File: config.mk
export PLATFORM = sky130hd
export DESIGN_NAME = uart_rx_flat
export DESIGN_NICKNAME = d
export VERILOG_FILES = /design/src/rtl/uart_rx_if.sv /design/src/rtl/uart_rx.sv /design/src/flat_wrapper.sv
export SDC_FILE = /design/constraint.sdc
export NUM_CORES = 1
export LEC_CHECK = 0
export ABC_AREA = 1
export BUFFER_PORTS_ARGS = -buffer_cell sky130_fd_sc_hd__buf_2
export CORE_ASPECT_RATIO = 0.8
export CORE_UTILIZATION = 44
export CTS_CLUSTER_DIAMETER = 200
export DETAILED_ROUTE_END_ITERATION = 7
export PLACE_DENSITY = 0.63
export SETUP_SLACK_MARGIN = 0.3
export SYNTH_ARGS = -nofsm -noshare
export SYNTH_HDL_FRONTEND = slang
export SYNTH_SLANG_ARGS = --single-unit
File: constraint.sdc
create_clock -name i_clk -period 1.67 [get_ports i_clk]
set_input_delay 0.0835 -clock i_clk [delete_from_list [all_inputs] [get_ports i_clk]]
set_output_delay 0.0835 -clock i_clk [all_outputs]
set_load 0.02 [all_outputs]
File: src/rtl/uart_rx_if.sv
// Serial receive link bundle: raw RX line in, received byte plus valid strobe out.
// master: line driver / byte consumer side; slave: the receiver itself.
// No backpressure; the valid strobe is a one-clock pulse.
interface uart_rx_if;
  logic       i_rx_bit;         // raw serial line, idles high, asynchronous
  logic       o_rx_data_valid;  // one-clock pulse per correctly framed byte
  logic [7:0] o_rx_byte;        // last correctly framed byte

  modport master (
    output i_rx_bit,
    input  o_rx_data_valid,
    input  o_rx_byte
  );

  modport slave (
    input  i_rx_bit,
    output o_rx_data_valid,
    output o_rx_byte
  );
endinterface

File: src/rtl/uart_rx.sv
// 8N1 UART receiver: oversamples the line at mid-bit and emits each good byte.
// Latency: about 3 + (CLOCKS_PER_BIT-1)/2 + 1 + 9*CLOCKS_PER_BIT clocks from the start edge to valid.
// Backpressure: none; the consumer captures o_rx_byte on the valid pulse or before the next frame ends.
// Ports: i_clk (system clock), i_rst_n (async active-low reset),
//        rx.i_rx_bit (serial line), rx.o_rx_data_valid / rx.o_rx_byte (parallel result).
module uart_rx #(
  parameter int CLOCKS_PER_BIT = 1302
) (
  input logic      i_clk,
  input logic      i_rst_n,
  uart_rx_if.slave rx
);

  localparam int CNT_W = $clog2(CLOCKS_PER_BIT);
  localparam logic [CNT_W-1:0] CNT_HALF = CNT_W'((CLOCKS_PER_BIT - 1) / 2);
  localparam logic [CNT_W-1:0] CNT_LAST = CNT_W'(CLOCKS_PER_BIT - 1);
  localparam logic [CNT_W-1:0] CNT_ONE  = CNT_W'(1);

  typedef enum logic [2:0] {
    IDLE,
    START,
    DATA,
    STOP,
    CLEANUP
  } state_t;

  state_t           state_q, state_d;
  logic [1:0]       sync_q, sync_d;
  logic [CNT_W-1:0] cnt_q, cnt_d;
  logic [2:0]       idx_q, idx_d;
  logic [7:0]       shift_q, shift_d;
  logic [7:0]       byte_q, byte_d;
  logic             valid_q, valid_d;
  logic             rx_s;

  // Two-flop synchronizer; resets to the idle (high) line level so reset
  // release never looks like a start bit.
  assign sync_d = {sync_q[0], rx.i_rx_bit};
  assign rx_s   = sync_q[1];

  always_comb begin
    state_d = state_q;
    cnt_d   = cnt_q;
    idx_d   = idx_q;
    shift_d = shift_q;
    byte_d  = byte_q;
    valid_d = 1'b0;

    case (state_q)
      IDLE: begin
        cnt_d = '0;
        idx_d = '0;
        if (!rx_s) begin
          state_d = START;
        end
      end

      START: begin
        // Recheck the line at the start-bit midpoint to reject glitches.
        if (cnt_q == CNT_HALF) begin
          cnt_d   = '0;
          state_d = rx_s ? IDLE : DATA;
        end else begin
          cnt_d = cnt_q + CNT_ONE;
        end
      end

      DATA: begin
        // Counter was zeroed at the start midpoint, so each full count lands mid-bit.
        if (cnt_q == CNT_LAST) begin
          cnt_d          = '0;
          shift_d[idx_q] = rx_s;
          if (idx_q == 3'd7) begin
            idx_d   = '0;
            state_d = STOP;
          end else begin
            idx_d = idx_q + 3'd1;
          end
        end else begin
          cnt_d = cnt_q + CNT_ONE;
        end
      end

      STOP: begin
        if (cnt_q == CNT_LAST) begin
          cnt_d   = '0;
          state_d = CLEANUP;
          // A low stop bit is a framing error: drop the byte silently.
          if (rx_s) begin
            byte_d  = shift_q;
            valid_d = 1'b1;
          end
        end else begin
          cnt_d = cnt_q + CNT_ONE;
        end
      end

      CLEANUP: begin
        cnt_d   = '0;
        state_d = IDLE;
      end

      default: begin
        cnt_d   = '0;
        idx_d   = '0;
        state_d = IDLE;
      end
    endcase
  end

  always_ff @(posedge i_clk or negedge i_rst_n) begin
    if (!i_rst_n) begin
      state_q <= IDLE;
      sync_q  <= 2'b11;
      cnt_q   <= '0;
      idx_q   <= '0;
      shift_q <= '0;
      byte_q  <= '0;
      valid_q <= 1'b0;
    end else begin
      state_q <= state_d;
      sync_q  <= sync_d;
      cnt_q   <= cnt_d;
      idx_q   <= idx_d;
      shift_q <= shift_d;
      byte_q  <= byte_d;
      valid_q <= valid_d;
    end
  end

  assign rx.o_rx_data_valid = valid_q;
  assign rx.o_rx_byte       = byte_q;

endmodule

File: src/flat_wrapper.sv
// flat-port wrapper written by rule: the top's interface ports become plain ports
module uart_rx_flat 
#(
  parameter int CLOCKS_PER_BIT = 1302
)
  (i_clk, i_rst_n, rx_i_rx_bit, rx_o_rx_data_valid, rx_o_rx_byte);
  uart_rx_if rx_i ();
  input logic i_clk;
  input logic i_rst_n;
  input wire logic [$bits(rx_i.i_rx_bit)-1:0] rx_i_rx_bit;
  output wire logic [$bits(rx_i.o_rx_data_valid)-1:0] rx_o_rx_data_valid;
  output wire logic [$bits(rx_i.o_rx_byte)-1:0] rx_o_rx_byte;
  assign rx_i.i_rx_bit = rx_i_rx_bit;
  assign rx_o_rx_data_valid = rx_i.o_rx_data_valid;
  assign rx_o_rx_byte = rx_i.o_rx_byte;
  uart_rx #(.CLOCKS_PER_BIT(CLOCKS_PER_BIT)) u_core (.i_clk(i_clk), .i_rst_n(i_rst_n), .rx(rx_i));
endmodule
==> reports/summary.txt <==
Clk Latency, worst-skew pair - 0.29 ns
Avg Cell Area, Syn - 8.24 µm²
Layout cells sized above 1 - 0.394
Skew final - 0.00654 ns
Drt drc - 0
Placement Cell Area - 1930 µm²
Final hold viol count - 0
Reg2reg start - u_core.cnt_q[0]
Worst Setup Path Type - flip-flop to flip-flop
GRT Total Usage - 0.199
Vias - 1521
Die outline area - 4340 µm²
Root Buffer - clkbuf_8
Final setup TNS - 0 ns
Post-Place Worst Slack - 0.0850 ns
Fmax - 0.648 GHz
Global-route wire length before repair - 6420 µm
Critical Path, Cell by Cell - ha_4 -> buf_4 -> nand2_2 -> nor2_2 -> nand3_2 -> nand2_4 -> nand2_8 -> clkinvlp_4 -> nor2_1
Slew Viols, Final - 0
Leakage power - 1.17 nW
Placed cell count - 285
Final Core Density - 0.648
Max_cap viols - 0
HP Class - input pin to asynchronous set/reset pin
WP data required - 1.88 ns
Slowest stage delay, CP - 0.45 ns
Vias in the first global route - 1430
Antenna Cells - 0
# fillers - 307
Total CTS buffers - 5
Crit start category - flip-flop
Final nets - 266
Seq/Total Area, Yosys - 0.503
Finished Layout Cells - 314
Final setup violation count - 0
Reg area - 908 µm²
CP Capture Type - flip-flop
Site Rows - 20
Synth warn - 0
Iter 0 DRT Violations - 52
Clk sinks - 36
Seq cells post-synth - 36
Drt pass-1 iters - 4
Synthesized area - 1800 µm²
Largest net degree at the start of global routing - 37
Top-level I/O count - 12
Die height - 59.2 µm
Synth cell types - 24
Crit-path slowest cell - dfrtp_2
Mapped Cells - 218
Area occupied by multi-input gates - 1050 µm²
Initial Util - 0.466
CTS max path bufs - 2
Via density - 4.84
Worst EP arrival - 1.76 ns
Area Growth Syn to Fin - 38.9%
Final ANT Viol Nets - 0
DP HPWL - 2360 µm
CTS tree - yes
RSZ-0062 raised after global routing - true
CTS clk-pin slew, worst paths - 0.08 ns
Final Cycle Share - 0.925
Core ar. - 3850 µm²
I/O Buffers - 11
Die W - 73.4 µm
Slew margin rel. - 0.704
Finished Cell Area - 2500 µm²
Crit Path Max Fanout - 4
Min Tclk post-route - 1.54 ns
Tightest Pin Transition - 0.445 ns
Outcome - complete, no violations
Final RePlAce weighted congestion - 0.777
H-Tree Depth - 2
Peak supply drop - 0.561 mV
Worst setup margin - 0.126 ns
Antenna violations before repair - 0
Pwr dens - 668 nW/µm²
GRT overflow - 0
DR WL/cell - 12.9 µm
Syn nets - 226
CP startpoint - u_core.cnt_q[0]
WL final - 4050 µm
what timing repair did:
| item | in CTS | in global routing |
|---|---|---|
| gates cloned | 2 | 0 |
| hold buffers | 2 | 0 |
| buffers inserted | 11 | 6 |
| setup endpoints to repair | 34 | 34 |
| endpoints found under the hold margin | 35 | 0 |
| gates resized for setup | 32 | 54 |
| pin swaps | 23 | 31 |
registers in the layout, summed over array words and instances (netlist names):
register and flops:
u_core.state_q 3, u_core.sync_q 2, u_core.rx.o_rx_data_valid 1, u_core.idx_q 3, u_core.rx.o_rx_byte 8, u_core.shift_q 8, u_core.cnt_q 11
synthesized netlist by cell type (all sizes together):
| master | instances | area [µm²] |
|---|---|---|
| inv | 22 | 82.6 |
| nor2 | 34 | 133 |
| a21oi | 1 | 5.00 |
| dfstp | 2 | 52.6 |
| ha | 5 | 62.6 |
| o21ai | 13 | 65.1 |
| xnor2 | 1 | 8.76 |
| o21bai | 1 | 7.51 |
| and3 | 1 | 7.51 |
| nor3b | 1 | 18.8 |
| buf | 2 | 11.3 |
| nand2 | 63 | 244 |
| xor2 | 7 | 61.3 |
| nor3 | 3 | 31.3 |
| nand3 | 16 | 80.1 |
| dfrtp | 34 | 851 |
| a31oi | 1 | 6.26 |
| nand4 | 11 | 68.8 |
cell usage in the layout, fill, tap and decap left out, drive strengths merged:
master | synthesis | layout
clkinv | 0 | 1
bufinv | 0 | 1
dfrtp | 34 | 34
a21oi | 1 | 1
a31oi | 1 | 1
clkbuf | 0 | 5
dfstp | 2 | 2
nor3 | 3 | 3
clkinvlp | 0 | 2
o21bai | 1 | 1
nand2 | 63 | 64
and3 | 1 | 1
nand4 | 11 | 11
nor3b | 1 | 1
buf | 2 | 31
xnor2 | 1 | 1
nor2 | 34 | 34
o21ai | 13 | 13
xor2 | 7 | 7
inv | 22 | 22
ha | 5 | 5
nand3 | 16 | 16
dlygate4sd3 | 0 | 2
worst max-delay path: cells and delay by family, from the launching register on:
family / cells / cell delay (ns)
buf+inv: 2 / 0.27
fa+ha+maj: 1 / 0.19
flops: 1 / 0.45
simple gates: 6 / 0.56
cells by family after synthesis:
family / share of synthesized area
AND/OR/NAND/NOR: 0.325
flip-flops: 0.503
buffers and inverters: 0.0522
AO/OA/AOI/OAI: 0.0467
XOR/XNOR: 0.0390
adder cells (fa/ha/maj): 0.0348
per-layer routing:
layer	part of all wire	GRT usage	wire length (µm)	vias up
li1	-	-	-	787
met2	0.48	0.301	1930	24
met3	0.035	0.0561	143	7
met1	0.48	0.273	1930	703
met5	0	0	0	-
met4	0.013	0.0687	53	0
power breakdown:
group / internal, mW / switching (mW) / total (mW)
sequential: 0.876 / 0.00108 / 0.877
clock: 0.442 / 0.318 / 0.760
combinational: 0.00827 / 0.0220 / 0.0303
final timing paths:
kind / cells past startpoint / slack (ns) / end
worst min register to register: 0 / 0.36 / u_core.sync_q[1]
worst min-delay path: 3 / 0.36 / u_core.cnt_q[3]
worst max register to register: 9 / 0.13 / u_core.cnt_q[2]
max in group asynchronous: 3 / 0.96 / u_core.sync_q[0]
min in group i_clk: 0 / 0.36 / u_core.sync_q[1]
worst max-delay path: 9 / 0.13 / u_core.cnt_q[2]
final cells by class:
| cell class | instances | area share |
|---|---|---|
| Multi-Input combinational cell | 159 | 0.421 |
| Sequential cell | 36 | 0.364 |
| Timing Repair Buffer | 33 | 0.104 |
| Inverter | 22 | 0.0361 |
| Clock buffer | 5 | 0.0276 |
| Tap cell | 55 | 0.0276 |
| Clock inverter | 3 | 0.0170 |
| Timing Repair inverter | 1 | 0.00301 |
per-stage QoR:
| stage | total power, mW | hold WS [ns] |
|---|---|---|
| 6_report | 1.67 | 0.356 |
| 5_1_grt | 1.74 | 0.364 |
| 4_1_cts | 1.69 | 0.358 |
| 3_5_place_dp | 0.920 | 0.148 |
| 3_3_place_gp | 0.920 | 0.148 |
| 2_1_floorplan | 0.896 | -0.212 |
(Power assumes the default switching activity.)
